[config.mk]
export PLATFORM = sky130hd
export DESIGN_NAME = sseg_display_arbiter
export DESIGN_NICKNAME = d
export VERILOG_FILES = /design/src/rtl/io_pkg.sv /design/src/rtl/sseg_decode.sv /design/src/rtl/sseg_display_arbiter.sv
export SDC_FILE = /design/constraint.sdc
export NUM_CORES = 1
export LEC_CHECK = 0
export CORE_MARGIN = 2
export CORE_UTILIZATION = 54
export DETAILED_ROUTE_END_ITERATION = 8
export MAX_ROUTING_LAYER = met4
export PLACE_DENSITY = 0.86
export RECOVER_POWER = 50
export SLEW_MARGIN = 0
export SYNTH_ARGS = -nofsm -noshare
export SYNTH_HDL_FRONTEND = slang
export SYNTH_SLANG_ARGS = --single-unit
[constraint.sdc]
create_clock -name clk -period 5.9 [get_ports clk]
set_input_delay 0.885 -clock clk [delete_from_list [all_inputs] [get_ports clk]]
set_output_delay 0.885 -clock clk [all_outputs]
set_load 0.05 [all_outputs]
[src/rtl/io_pkg.sv]
// Shared definitions for the I/O status indicators: source indices, arbiter states, display constants.
package io_pkg;

  localparam int SRC_FLOPPY = 0;
  localparam int SRC_HDD    = 1;
  localparam int SRC_MSG    = 2;

  localparam logic [6:0] SSEG_OFF = 7'h7f;

  typedef enum logic [1:0] {
    ST_IDLE   = 2'd0,
    ST_HOLD   = 2'd1,
    ST_LINGER = 2'd2
  } arb_state_t;

  // Fixed priority: message > harddisk > floppy; returns one-hot or zero.
  function automatic logic [2:0] pick_winner(input logic [2:0] c);
    logic [2:0] w;
    w = '0;
    if (c[SRC_MSG])         w[SRC_MSG]    = 1'b1;
    else if (c[SRC_HDD])    w[SRC_HDD]    = 1'b1;
    else if (c[SRC_FLOPPY]) w[SRC_FLOPPY] = 1'b1;
    return w;
  endfunction

endpackage

[src/rtl/sseg_decode.sv]
// Hex nibble to seven-segment decoder (bit0 = segment a), optional output
// inversion for active-low pins and optional output register.
module sseg_decode #(
  parameter bit REG = 1'b1,
  parameter bit INV = 1'b1
) (
  input  logic       clk,
  input  logic       rst,
  input  logic [3:0] nib,
  output logic [6:0] seg
);

  logic [6:0] raw;
  logic [6:0] pol;

  always_comb begin
    raw = 7'h00;
    case (nib)
      4'h0: raw = 7'h3f;
      4'h1: raw = 7'h06;
      4'h2: raw = 7'h5b;
      4'h3: raw = 7'h4f;
      4'h4: raw = 7'h66;
      4'h5: raw = 7'h6d;
      4'h6: raw = 7'h7d;
      4'h7: raw = 7'h07;
      4'h8: raw = 7'h7f;
      4'h9: raw = 7'h6f;
      4'ha: raw = 7'h77;
      4'hb: raw = 7'h7c;
      4'hc: raw = 7'h39;
      4'hd: raw = 7'h5e;
      4'he: raw = 7'h79;
      4'hf: raw = 7'h71;
      default: raw = 7'h00;
    endcase
  end

  assign pol = INV ? ~raw : raw;

  generate
    if (REG) begin : g_reg
      // Reset to all segments dark in either polarity.
      always_ff @(posedge clk or posedge rst) begin
        if (rst) seg <= {7{INV}};
        else     seg <= pol;
      end
    end else begin : g_comb
      assign seg = pol;
    end
  endgenerate

endmodule

[src/rtl/sseg_display_arbiter.sv]
// Time-shares the 4-digit display among floppy/harddisk/message with minimum hold
// and linger times; priority is only evaluated at decision points.
module sseg_display_arbiter
  import io_pkg::*;
#(
  parameter int HOLD_CYC   = 2_500_000,
  parameter int LINGER_CYC = 25_000_000
) (
  input  logic        clk,
  input  logic        rst,
  input  logic [2:0]  req,
  input  logic [15:0] val0,
  input  logic [15:0] val1,
  input  logic [15:0] val2,
  input  logic [3:0]  blk0,
  input  logic [3:0]  blk1,
  input  logic [3:0]  blk2,
  input  logic [15:0] dflt_val,
  input  logic [3:0]  dflt_blk,
  output logic [6:0]  hex_0,
  output logic [6:0]  hex_1,
  output logic [6:0]  hex_2,
  output logic [6:0]  hex_3,
  output logic [2:0]  owner,
  output logic        busy
);

  localparam int CNT_MAX = (HOLD_CYC > LINGER_CYC) ? HOLD_CYC : LINGER_CYC;
  localparam int CW      = $clog2(CNT_MAX);
  localparam logic [CW-1:0] HOLD_LD   = CW'(HOLD_CYC - 1);
  localparam logic [CW-1:0] LINGER_LD = CW'(LINGER_CYC - 1);

  arb_state_t    state, state_n;
  logic [2:0]    owner_n;
  logic [2:0]    pend, pend_n;
  logic [CW-1:0] cnt, cnt_n;
  logic [2:0]    cand;
  logic [2:0]    others;
  logic [2:0]    grant;

  always_ff @(posedge clk or posedge rst) begin
    if (rst) begin
      state <= ST_IDLE;
      owner <= '0;
      pend  <= '0;
      cnt   <= '0;
    end else begin
      state <= state_n;
      owner <= owner_n;
      pend  <= pend_n;
      cnt   <= cnt_n;
    end
  end

  assign cand   = pend | req;
  assign others = cand & ~owner;

  always_comb begin
    state_n = state;
    owner_n = owner;
    cnt_n   = cnt;
    grant   = '0;
    case (state)
      ST_IDLE: begin
        if (|cand) begin
          grant   = pick_winner(cand);
          owner_n = grant;
          cnt_n   = HOLD_LD;
          state_n = ST_HOLD;
        end
      end
      ST_HOLD: begin
        // The owner's own requests are not considered here, so it cannot extend itself.
        if (cnt == '0) begin
          if (|others) begin
            grant   = pick_winner(others);
            owner_n = grant;
            cnt_n   = HOLD_LD;
          end else begin
            cnt_n   = LINGER_LD;
            state_n = ST_LINGER;
          end
        end else begin
          cnt_n = cnt - CW'(1);
        end
      end
      ST_LINGER: begin
        if (|cand) begin
          grant   = pick_winner(cand);
          owner_n = grant;
          cnt_n   = HOLD_LD;
          state_n = ST_HOLD;
        end else if (cnt == '0) begin
          owner_n = '0;
          state_n = ST_IDLE;
        end else begin
          cnt_n = cnt - CW'(1);
        end
      end
      default: begin
        owner_n = '0;
        cnt_n   = '0;
        state_n = ST_IDLE;
      end
    endcase
    // Only the granted source is cleared; a new req elsewhere always sticks.
    pend_n = cand & ~grant;
  end

  assign busy = (state != ST_IDLE);

  logic [15:0] sel_val;
  logic [3:0]  sel_blk;
  logic [3:0]  blk_q;
  logic [6:0]  dec [4];

  always_comb begin
    sel_val = dflt_val;
    sel_blk = dflt_blk;
    if (owner[SRC_MSG]) begin
      sel_val = val2;
      sel_blk = blk2;
    end else if (owner[SRC_HDD]) begin
      sel_val = val1;
      sel_blk = blk1;
    end else if (owner[SRC_FLOPPY]) begin
      sel_val = val0;
      sel_blk = blk0;
    end
  end

  generate
    for (genvar k = 0; k < 4; k++) begin : g_dig
      sseg_decode #(.REG(1'b1), .INV(1'b1)) u_dec (
        .clk (clk),
        .rst (rst),
        .nib (sel_val[4*k +: 4]),
        .seg (dec[k])
      );
    end
  endgenerate

  // Blank mask registered alongside the decoders so both land on the same edge.
  always_ff @(posedge clk or posedge rst) begin
    if (rst) blk_q <= 4'hf;
    else     blk_q <= sel_blk;
  end

  assign hex_0 = blk_q[0] ? SSEG_OFF : dec[0];
  assign hex_1 = blk_q[1] ? SSEG_OFF : dec[1];
  assign hex_2 = blk_q[2] ? SSEG_OFF : dec[2];
  assign hex_3 = blk_q[3] ? SSEG_OFF : dec[3];

endmodule
# == Yosys cells after proc, flatten, opt, wreduce, memory -nomap -nowiden ==
# Memories as Yosys holds them, arrays and structs flattened.
# Index checks and enable logic that the tools add are counted.
# totals
reg_bits,65
latch_bits,0
ramBits,0
rom_bits,448
output_inout_bits,32
n_memories,4
# classes
add_sub_neg,1
mul,0
n_div,0
order_cmp,0
n_eq_ne,8
shifts,0
muxes,42
bitwise,9
reduce_logical,9
# mem_list
name,words,width,read_ports,rd_ports_with_merged_regs,write_ports,line_no,source
(no name shown),16,7,1,0,0,sseg_decode.sv:18,case (nib)
(no name shown),16,7,1,0,0,sseg_decode.sv:18,
(no name shown),16,7,1,0,0,sseg_decode.sv:18,
(no name shown),16,7,1,0,0,sseg_decode.sv:18,
# op_table
operator,count
two-way mux 25 bit,5
one-hot mux 25 bit (3 select lines),1
two-way mux 16 bit,3
two-way mux 7 bit,4
NOT 7 bit,4
zero test 25 bit,1
subtractor 25 x 1 -> 25 bit (second input constant),1
two-way mux 3 bit,8
two-way mux 2 bit,7
two-way mux 4 bit,3
one-hot mux 3 bit (3 select lines),1
two-way mux 1 bit,8
inequality test 2 bit (second input constant),4
AND reduction 4 bit,2
bitwise AND 3 bit,2
inequality test 3 bit (second input constant),2
NOT 3 bit,2
one-hot mux 2 bit (3 select lines),1
one-hot mux 3 bit (2 select lines),1
OR reduction 3 bit,2
OR 3 bit,1
== test 2 x 1 -> 1 bit (second input constant),1
== test 2 bit (second input constant),1
zero test 2 bit,1
other kinds (3),3

# == Depth between registers and ports, before layout ==
# depth
word_depth,10
mapped_depth,11
mapped_depth_nobuf,8

# == Cells and area by module ==
# A second synthesis with hierarchy kept.
# unflattened
hier_cells,564
area_unflattened_um2,4913.5
# modules_own_cells
mod,n_inst,cells_per_inst,area_each_um2,seq_area_each_um2
sseg_display_arbiter,1,408,3153.0,930.9
sseg_decode (g_dig[0].u_dec ...),3,39,440.4,183.9
sseg_decode (g_dig[1].u_dec),1,39,439.2,183.9

# == Least setup slack after synthesis ==
# Ideal clock, no wire load.
# synth_timing
path_kind,flip-flop to flip-flop
startpoint,reg owner[0]
endpoint,reg g_dig[0].u_dec.seg[3]
setup_time_ps,94
arrival_time_ps,3052
setup_slack_ps,2755
stages_incl_launch_ff,9
synth_period_minus_slack_ps,3145
cell_sequence,dfrtp_1 clkbuf_1 clkbuf_1 clkbuf_1 a211oi_1 o31a_1 ha_1 inv_1 mux4_2
# synth_via
elab_chain_cells,5
# synth_rtl
element,line_no,source
"start, declared",sseg_display_arbiter.sv:24,"output logic [2:0] owner,"
"start signal, assigned",sseg_display_arbiter.sv:49,owner <= owner_n;
two-way mux 16 bit,sseg_display_arbiter.sv:126,end else if (owner[SRC_FLOPPY]) begin
two-way mux 16 bit,sseg_display_arbiter.sv:123,end else if (owner[SRC_HDD]) begin
two-way mux 16 bit,sseg_display_arbiter.sv:120,if (owner[SRC_MSG]) begin
memory (16 x 7 bit),-,
NOT 7 bit,sseg_decode.sv:39,assign pol = INV ? ~raw : raw;
net g_dig[0].u_dec.pol[3],sseg_decode.sv:14,logic [6:0] pol;
"end signal, assigned",sseg_decode.sv:45,if (rst) seg <= {7{INV}};
"end signal, assigned",sseg_decode.sv:46,else seg <= pol;
"end, declared",sseg_decode.sv:10,output logic [6:0] seg
# The timed path passes the listed nets, and every way through them passes these cells.
# A chain may end at the register's enable or synchronous reset.

# == Worst setup path after layout ==
# layout_timing
startpoint,reg state[1]
endpoint,out busy
# layout_via
elab_chain_cells,1
# layout_rtl
element,line_no,source
"start, declared",sseg_display_arbiter.sv:33,"arb_state_t state, state_n;"
"start signal, assigned",sseg_display_arbiter.sv:48,state <= state_n;
nonzero test 2 bit,sseg_display_arbiter.sv:110,assign busy = (state != ST_IDLE);
"end, declared",sseg_display_arbiter.sv:25,output logic busy
# No other way between the ends.

==> results.ini <==
[status]
outcome=completed

[clocking]
post_cts_resized=0
cts_tree=yes
htreeDepth=3
cts_buffer_depth=2
path_clk_slew_ns=0.07
postCtsSetupBuffers=0
root_buffer=clkbuf_8
postCtsHoldBufs=0
cts_sinks=65
cts_buffers=9
clock_latency_ns=0.35

[critical_path]
crit_arrival_ns=2.35
crit_path_end_kind=primary output
critPathSlowestCell=dfrtp_1
r2r_slack_ns=2.79
reg2reg_depth=7
cp.required_ns=5.02
worstSetupEndpoint=busy
worstPathMaxFanout=22
start_kind=flip-flop
cp_top_family=buffers and inverters
rr_endpoint=state[1]$_DFFE_PP0P_
crit_start=state[1]$_DFFE_PP0P_
critPathKind=reg2out
cpPeakStageDelay_ns=0.82
path_buf_inv=2
crit_chain=inv_1, nand2_1, clkdlybuf4s50_1
r2r-start=cnt[0]$_DFFE_PP0P_
cp_num_cells=3

[synth]
synth-main-ff-cell=dfrtp_1
ys_warn_count=0
ys_types=57
synth.cell_area_um2=4750
ys_seq_area_share_pct=35.1
ys_ff_latch=65
async_reset_ff_share_pct=100
synth_cells=530
synth.avg_cell_area_um2=8.96
syn_nets=636
synth_edf_count=0

[finish]
diodes=0
multiInputGateArea_um2=2850
mostFrequentLayoutCell=clkdlybuf4s50_1
synthToLayoutAreaGrowth_pct=30.4
fin_nets=739
fill_cells=635
final_cell_mix=clkdlybuf4s50_1, nand2_1, mux2i_1
regArea_um2=1670
drive_gt1_share_pct=15.2

[power]
power_leakage_nw=2.54
power_mw=3.43
pwr_density_cell_nw_per_um2=554
ir_drop_uv=322

[sta]
worst_pin_slew_ns=1.06
fin_crit_ns=3.24
setup_viol=0
hold_slack_ns=0.557
slew_violations=0
skew_ns=0.0133
hold_viol=0
finalSetupTns_ns=0
relSlewSlack_pct=27.5
timing.final.ws_setup_ns=2.66
max_freq_mhz=309
fin_crit_sh_pct=54.9
rsz0062_at_grt=no

[place]
gp_congestion=0.925
pre_cts_ws_ns=2.61
port_buffers=116
dp_hpwl_um=9580

[global_routing]
gr-max-usage-layer=met2
antenna_found_initial=0
grt_pass1_wl_um=21500
grt_max_degree=66
grt_util_met1_pct=35.2
grt_pass1_vias=4434
track_usage_pct=28.2
grt.met2_usage_pct=46.9
use_met3_pct=4.58
grt.overflow.total=0

[detailed_routing]
totalWireLength_um=12700
drc=0
ant_nets=0
via_per_inst=5.99
first_pass_iters=5
wl_per_cell_um=17.0
drt_iter0_drc=364
via_count=4468

[floorplan]
die_h_um=97.8
die_x_um=97.8
row_count=34
num_io_pins=117
coreArea_um2=8640
initial_core_util_pct=55.0
die_area_um2=9560

[run]
maxCapViolCount=0

[worst_hold_path]
hp-class=reg2reg

-- metal layers --
| metal | routed length [um] | share of wire (%) |
|---|---|---|
| met4 | 335 | 2.6 |
| met5 | 0 | 0 |
| met2 | 6230 | 49 |
| met3 | 894 | 7.0 |
| met1 | 5230 | 41 |
-- worst register-to-register path: stages, from the launching register on --
cell and delay, ns:
dfrtp_1 0.42, inv_1 0.09, ha_1 0.20, or4b_1 0.61
or4_1 0.75, nand2b_4 0.27, a21oi_1 0.51, o22a_1 0.21
-- flip-flops by register name, indices dropped and copies added (netlist names) --
name,count
state,2
blk_q,4
g_dig.u_dec.seg,28
owner,3
cnt,25
pend,3
-- power by group --
group | internal (mW) | leakage [nW] | switching, mW | total, mW
clock network | 0.243 | 0.114 | 0.179 | 0.422
registers | 0.684 | 0.748 | 0.159 | 0.843
logic | 0.857 | 1.68 | 1.31 | 2.17
-- worst min-delay path by stage --
stage          slack [ns]  depth (start not counted)                   to           startpoint
2_1_floorplan        0.50                          2  cnt[22]$_DFFE_PP0P_  cnt[22]$_DFFE_PP0P_
6_report             0.56                          2  cnt[11]$_DFFE_PP0P_  cnt[11]$_DFFE_PP0P_
5_1_grt              0.57                          2  cnt[23]$_DFFE_PP0P_  cnt[23]$_DFFE_PP0P_
3_5_place_dp         0.55                          2  cnt[23]$_DFFE_PP0P_  cnt[23]$_DFFE_PP0P_
3_3_place_gp         0.53                          2  cnt[11]$_DFFE_PP0P_  cnt[11]$_DFFE_PP0P_
4_1_cts              0.56                          1  cnt[20]$_DFFE_PP0P_  cnt[20]$_DFFE_PP0P_
-- synth_stat cells (all sizes together), types with 3 or more instances --
library cell / n / area share [%]
mux2i: 46 / 9.7
o31ai: 7 / 1.1
mux4: 4 / 1.9
a31oi: 8 / 1.1
a211oi: 10 / 1.6
nor3: 13 / 1.4
clkbuf: 20 / 1.6
or4: 11 / 1.7
o22ai: 16 / 2.1
nor2b: 15 / 2.0
a221o: 4 / 0.84
dfrtp: 33 / 17
or2: 28 / 3.7
nor4: 11 / 1.4
ha: 21 / 5.5
nand2b: 5 / 0.82
nand3: 6 / 0.63
o21ba: 4 / 0.84
o21ai: 35 / 3.7
a311oi: 3 / 0.55
or3: 9 / 1.2
a21oi: 18 / 1.9
inv: 31 / 2.4
a22o: 5 / 0.92
dfstp: 32 / 18
o32ai: 5 / 0.92
xnor2: 5 / 0.92
and3b: 4 / 0.74
a2bb2oi: 3 / 0.55
buf: 10 / 1.1
nand2: 46 / 3.6
o31a: 5 / 0.92
nor2: 30 / 2.4
-- cell families after synthesis --
logic type | share of synthesized area, %
buf+inv | 5.11
simple gates | 20.6
mux | 12.1
compound gates | 20.5
fa+ha+maj | 5.53
xor+xnor | 1.11
flops | 35.1
-- cell type report --
type | instances | area share, %
multi-input combinational | 404 | 46.0
clock inverter | 4 | 0.767
clock buffer | 12 | 2.85
sequential | 65 | 26.9
timing repair buffer | 122 | 19.5
inverter | 31 | 1.88
tap | 108 | 2.18
-- through the flow --
step,util (%),instance area (um2),cells
finish,71.7,6200,746
global route,71.7,6200,746
detailed placement,69.2,5970,730
floorplan,-,4750,530
global placement,69.2,5970,730
CTS,71.7,6200,746
Power figures use the tool's default switching activity.
